==> src/rtl/wddr_rst_seq_pkg.sv <==
// Shared types and default timing for the LPDDR PHY reset sequencer.
// State encoding plus default per-state durations in refclk cycles.
package wddr_rst_seq_pkg;

  typedef enum logic [2:0] {
    S_PRE,
    S_PRST,
    S_RST,
    S_GATE,
    S_SETTLE,
    S_DONE
  } state_t;

  localparam int DEF_CNT_W      = 8;
  localparam int DEF_PRE_CYC    = 2;
  localparam int DEF_PRST_CYC   = 5;
  localparam int DEF_RST_CYC    = 5;
  localparam int DEF_CLKEN_CYC  = 5;
  localparam int DEF_SETTLE_CYC = 10;

endpackage

==> src/rtl/wddr_rst_seq.sv <==
// Counter-timed POR / soft-reset sequencer for the LPDDR PHY.
// Ports: i_refclk, i_rst_n, i_sw_rst_req/o_sw_rst_ack, o_prst_n, o_rst,
//        o_jtag_trst_n, o_clk_en, o_ready, o_busy (all registered).
module wddr_rst_seq
  import wddr_rst_seq_pkg::*;
#(
  parameter int CNT_W      = DEF_CNT_W,
  parameter int PRE_CYC    = DEF_PRE_CYC,
  parameter int PRST_CYC   = DEF_PRST_CYC,
  parameter int RST_CYC    = DEF_RST_CYC,
  parameter int CLKEN_CYC  = DEF_CLKEN_CYC,
  parameter int SETTLE_CYC = DEF_SETTLE_CYC
) (
  input  logic i_refclk,
  input  logic i_rst_n,
  input  logic i_sw_rst_req,
  output logic o_sw_rst_ack,
  output logic o_prst_n,
  output logic o_rst,
  output logic o_jtag_trst_n,
  output logic o_clk_en,
  output logic o_ready,
  output logic o_busy
);

  localparam int CMAX = 2 ** CNT_W;

  if (PRE_CYC < 1 || PRST_CYC < 1 || RST_CYC < 1 ||
      CLKEN_CYC < 1 || SETTLE_CYC < 1 ||
      PRE_CYC > CMAX || PRST_CYC > CMAX || RST_CYC > CMAX ||
      CLKEN_CYC > CMAX || SETTLE_CYC > CMAX) begin : g_param_err
    $error("wddr_rst_seq: durations must be >= 1 and fit CNT_W");
  end

  localparam logic [CNT_W-1:0] L_PRE    = CNT_W'(PRE_CYC - 1);
  localparam logic [CNT_W-1:0] L_PRST   = CNT_W'(PRST_CYC - 1);
  localparam logic [CNT_W-1:0] L_RST    = CNT_W'(RST_CYC - 1);
  localparam logic [CNT_W-1:0] L_GATE   = CNT_W'(CLKEN_CYC - 1);
  localparam logic [CNT_W-1:0] L_SETTLE = CNT_W'(SETTLE_CYC - 1);

  state_t           state_q, state_d;
  logic [CNT_W-1:0] cnt_q, cnt_d;
  // Set while a software-initiated run still owes an ack.
  logic             sw_q, sw_d;
  logic             ack_d;
  logic             in_rst;

  always_ff @(posedge i_refclk or negedge i_rst_n) begin
    if (!i_rst_n) begin
      state_q <= S_PRE;
      cnt_q   <= L_PRE;
      sw_q    <= 1'b0;
    end else begin
      state_q <= state_d;
      cnt_q   <= cnt_d;
      sw_q    <= sw_d;
    end
  end

  always_comb begin
    state_d = state_q;
    cnt_d   = cnt_q;
    sw_d    = sw_q;
    ack_d   = o_sw_rst_ack;
    if (state_q == S_DONE) begin
      if (i_sw_rst_req && !o_sw_rst_ack) begin
        state_d = S_PRST;
        cnt_d   = L_PRST;
        sw_d    = 1'b1;
      end else begin
        ack_d = o_sw_rst_ack & i_sw_rst_req;
      end
    end else begin
      // Dropping the request mid-run forfeits the ack.
      if (!i_sw_rst_req) sw_d = 1'b0;
      if (cnt_q != '0) begin
        cnt_d = cnt_q - 1'b1;
      end else begin
        unique case (state_q)
          S_PRE: begin
            state_d = S_PRST;
            cnt_d   = L_PRST;
          end
          S_PRST: begin
            state_d = S_RST;
            cnt_d   = L_RST;
          end
          S_RST: begin
            state_d = S_GATE;
            cnt_d   = L_GATE;
          end
          S_GATE: begin
            state_d = S_SETTLE;
            cnt_d   = L_SETTLE;
          end
          S_SETTLE: begin
            state_d = S_DONE;
            cnt_d   = '0;
            ack_d   = sw_q & i_sw_rst_req;
            sw_d    = 1'b0;
          end
          default: ;
        endcase
      end
    end
  end

  // Outputs decode the next state so they switch on the transition edge.
  assign in_rst = (state_d == S_PRE) || (state_d == S_PRST) ||
                  (state_d == S_RST);

  always_ff @(posedge i_refclk or negedge i_rst_n) begin
    if (!i_rst_n) begin
      o_prst_n      <= 1'b0;
      o_rst         <= 1'b1;
      o_jtag_trst_n <= 1'b0;
      o_clk_en      <= 1'b0;
      o_ready       <= 1'b0;
      o_busy        <= 1'b1;
      o_sw_rst_ack  <= 1'b0;
    end else begin
      o_prst_n      <= (state_d != S_PRE) && (state_d != S_PRST);
      o_rst         <= in_rst;
      o_jtag_trst_n <= !in_rst;
      o_clk_en      <= (state_d == S_SETTLE) || (state_d == S_DONE);
      o_ready       <= (state_d == S_DONE);
      o_busy        <= (state_d != S_DONE);
      o_sw_rst_ack  <= ack_d;
    end
  end

endmodule

==> config.mk <==
export PLATFORM = sky130hd
export DESIGN_NAME = wddr_rst_seq
export DESIGN_NICKNAME = d
export VERILOG_FILES = /design/src/rtl/wddr_rst_seq_pkg.sv /design/src/rtl/wddr_rst_seq.sv
export SDC_FILE = /design/constraint.sdc
export NUM_CORES = 1
export LEC_CHECK = 0
export ABC_AREA = 1
export CAP_MARGIN = 30
export CORE_ASPECT_RATIO = 0.75
export CORE_MARGIN = 2
export CORE_UTILIZATION = 35
export DETAILED_ROUTE_END_ITERATION = 10
export PLACE_DENSITY = 0.61
export SLEW_MARGIN = 20
export SYNTH_ARGS = -nofsm -noshare
export SYNTH_HDL_FRONTEND = slang
export SYNTH_SLANG_ARGS = --single-unit
==> constraint.sdc <==
create_clock -name i_refclk -period 1.9 [get_ports i_refclk]
set_input_delay 0.38 -clock i_refclk [delete_from_list [all_inputs] [get_ports i_refclk]]
set_output_delay 0.38 -clock i_refclk [all_outputs]
set_load 0.03 [all_outputs]
==> flow_summary.json <==
{
  "run_status": "finished, final reports clean",
  "synth_fa_ha_area_share_pct": 2.39,
  "floorplan.core_area_sq_mm": 0.00289,
  "drt_first_iter_violations": 32,
  "cp_max_stage_delay_ns": 0.66,
  "hold_viol_final": 0,
  "timing.hold.ws_ns": 0.421,
  "layout_setup_ws_ns": 0.0770,
  "synth_cells": 132,
  "cts.path.max_buffers": 2,
  "placementRows": 17,
  "synth_fp_nets": 137,
  "power_leakage_nw": 0.581,
  "crit_path_max_fanout": 1,
  "critical_path_class": "register to output pin",
  "resize_count_post_cts": 0,
  "maximum_vdd_drop_mv": 0.362,
  "grt_max_degree": 12,
  "layout_min_cycle_time_ns": 1.82,
  "place_ws_ns": 0.289,
  "synthesis_to_finish_area_growth_pct": 18.3,
  "avgSynthCellArea_sq_um": 7.93,
  "finalWeightedCongestion": 0.806,
  "p_int_w": 0.000557,
  "postRouteAntennaNets": 0,
  "cp.buffers_inverters": 1,
  "timing.final.max_slew_violations": 0,
  "globalRoute.totalOverflow": 0,
  "rsz0062_at_grt": "false",
  "die_w_um": 67.2,
  "max_freq_mhz": 549,
  "totalNegativeSetupSlack_ns": 0,
  "finalNetCount": 152,
  "synth.ff_latch_count": 19,
  "finClkSkew_ns": 0.00111,
  "clk_slew_on_worst_s_h_paths_ns": 0.07,
  "sequence_of_cells_on_the_critical_path": "clkdlybuf4s50_1",
  "crit_path_max_delay_family": "buffers and inverters",
  "dr_total_vias": 907,
  "gr-usage-all-layers_pct": 13.7,
  "port_buffers": 9,
  "clock_tree.htree_level_count": 1,
  "initial_utilization_pct": 36.2,
  "post-layout-total-power_w": 0.000712,
  "antenna_found_initial": 0,
  "synth-compound-area-share_pct": 11.5,
  "seq_power_share_pct": 56.8,
  "detail_route.first_pass.iterations": 4,
  "yosys.area_share.xor_xnor_pct": 1.67,
  "timing.final.setup_violations": 0,
  "synthesis.yosys.warnings": 0,
  "postCtsSetupBuffers": 0,
  "io_pins": 10,
  "postRouteWirelength_um": 2150,
  "cap_viol_max_count": 0,
  "cp_slowest_cell": "clkdlybuf4s50_1",
  "ratio_of_total_power_to_cell_area_mw_per_mm2": 575,
  "numCtsBuffers": 3,
  "filler_cells": 316,
  "required_ns": 1.52,
  "insertedDiodeCount": 0,
  "route.detailed.drc": 0,
  "comb_power_share_pct": 2.4,
  "die_y_um": 51.4,
  "ys_seq_area_share_pct": 45.8,
  "post-dp-hpwl_um": 1660,
  "postCtsHoldBufs": 0,
  "hold_path.class": "input port to asynchronous set/reset pin",
  "relSlewSlack_pct": 75.6,
  "post_synth_and_or_nand_nor_area_fraction_pct": 29.4,
  "dominant_combinational_cell_family_by_area_after_synthesis": "simple AND/OR/NAND/NOR gates",
  "ys_types": 22,
  "power.switching_w": 0.000155,
  "grt_first_pass_wirelength_um": 3490,
  "die_area_sq_mm": 0.00345,
  "worst_pin_slew_ns": 0.366,
  "cts.sinks": 19,
  "end_kind": "output pin",
  "route.detailed.wl_per_inst_um": 11.7,
  "arrival_ns": 1.44,
  "detail_route.vias_per_cell": 4.93,
  "clk_latency_ns": 0.26,
  "sw_frac_of_total_pct": 21.8,
  "start_kind": "register",
  "synth_area_sq_mm": 0.00105,
  "cts_root_buffer": "clkbuf_8",
  "fin_crit_sh_pct": 95.9,
  "number_of_global_route_vias_before_repair": 789,
  "p_clk_share_pct": 40.9,
  "drive_above_1_share_pct": 16.4,
  "muxShareOfSynthArea_pct": 0,
  "cts_tree": "yes"
}
==> cells by family after synthesis <==
| family | count (synthesis) |
|---|---|
| fa+ha+maj | 2 |
| flops | 19 |
| buf+inv | 25 |
| xor+xnor | 2 |
| compound gates | 19 |
| simple gates | 65 |
==> routing by layer <==
layer	wire, um	GRT usage (%)	vias to the layer above
li1	-	-	451
met3	113	3.96	2
met5	0	0	-
met1	979	18.6	433
met2	1040	21.6	21
met4	12	3.06	0
==> layout make-up <==
class	instances	area, sq um	area share (%)
Clock buffer	3	41.3	3.33
Clock inverter	1	5.00	0.404
Inverter	24	90.1	7.27
Multi-Input combinational cell	88	470	38.0
Sequential cell	19	479	38.7
Tap cell	38	47.5	3.84
Timing Repair Buffer	11	105	8.48
==> per-stage QoR <==
step	cells	utilization [%]	area, sq um
2_1_floorplan	132	-	1050
3_3_place_gp	180	41.2	1190
3_5_place_dp	180	41.2	1190
4_1_cts	184	42.8	1240
5_1_grt	184	42.8	1240
6_report	184	42.8	1240
==> power by group through the flow <==
stage | Sequential (W) | Clock [W] | Combinational, W
finish | 0.000404 | 0.000291 | 0.0000168
global route | 0.000404 | 0.000317 | 0.0000187
CTS | 0.000404 | 0.000295 | 0.0000175
detailed placement | 0.000412 | 0 | 0.0000174
global placement | 0.000412 | 0 | 0.0000168
floorplan | 0.000412 | 0 | 0.000000162
==> state kept, by name (all words and copies together) (netlist names) <==
register	count
o_rst	1
o_jtag_trst_n	1
cnt_q	8
o_sw_rst_ack	1
o_ready	1
sw_q	1
o_busy	1
state_q	3
o_clk_en	1
o_prst_n	1
==> path summary, 6_finish.rpt <==
| kind | startpoint | to | slack, ns | cells past startpoint |
|---|---|---|---|---|
| worst max-delay path | o_busy | o_busy | 0.08 | 1 |
| worst min-delay path | i_rst_n | o_sw_rst_ack | 0.42 | 2 |
| worst max register to register | cnt_q[1] | cnt_q[2] | 0.35 | 9 |
| worst min register to register | cnt_q[0] | cnt_q[0] | 0.50 | 2 |
| max in group asynchronous | i_rst_n | o_rst | 1.24 | 2 |
| min in group i_refclk | cnt_q[0] | cnt_q[0] | 0.50 | 2 |
==> cell usage in the layout, fill, tap and decap left out <==
master,count
a21o_2,1
nand2_1,32
a21oi_4,1
clkinv_2,1
nor3_2,1
dfrtp_1,16
inv_2,4
xor2_1,2
nand4_1,3
a21oi_1,4
nor2_2,1
clkdlybuf4s50_1,9
nor2_1,8
buf_4,2
nand3_1,15
nand3_4,1
ha_1,2
nand2_2,3
nor2_4,1
o21ai_2,2
o21ai_0,9
dfstp_2,3
o22ai_1,2
clkbuf_8,3
inv_1,20
==> Yosys cell counts <==
library cell	instances	area, sq um
o21ai_2	2	17.5
o22ai_1	2	12.5
nand3_1	15	75.1
buf_4	1	7.51
nor2_2	1	6.26
a21oi_4	1	16.3
ha_1	2	25.0
nand3_4	1	17.5
dfstp_2	3	78.8
a21oi_1	4	20.0
nor2_1	8	30.0
inv_2	4	15.0
nor2_4	1	11.3
dfrtp_1	16	400
a21o_2	1	8.76
nor3_2	1	10.0
o21ai_0	9	45.0
xor2_1	2	17.5
inv_1	20	75.1
nand4_1	3	18.8
nand2_1	32	120
nand2_2	3	18.8
Note: power is estimated with default switching activity, not from simulation.
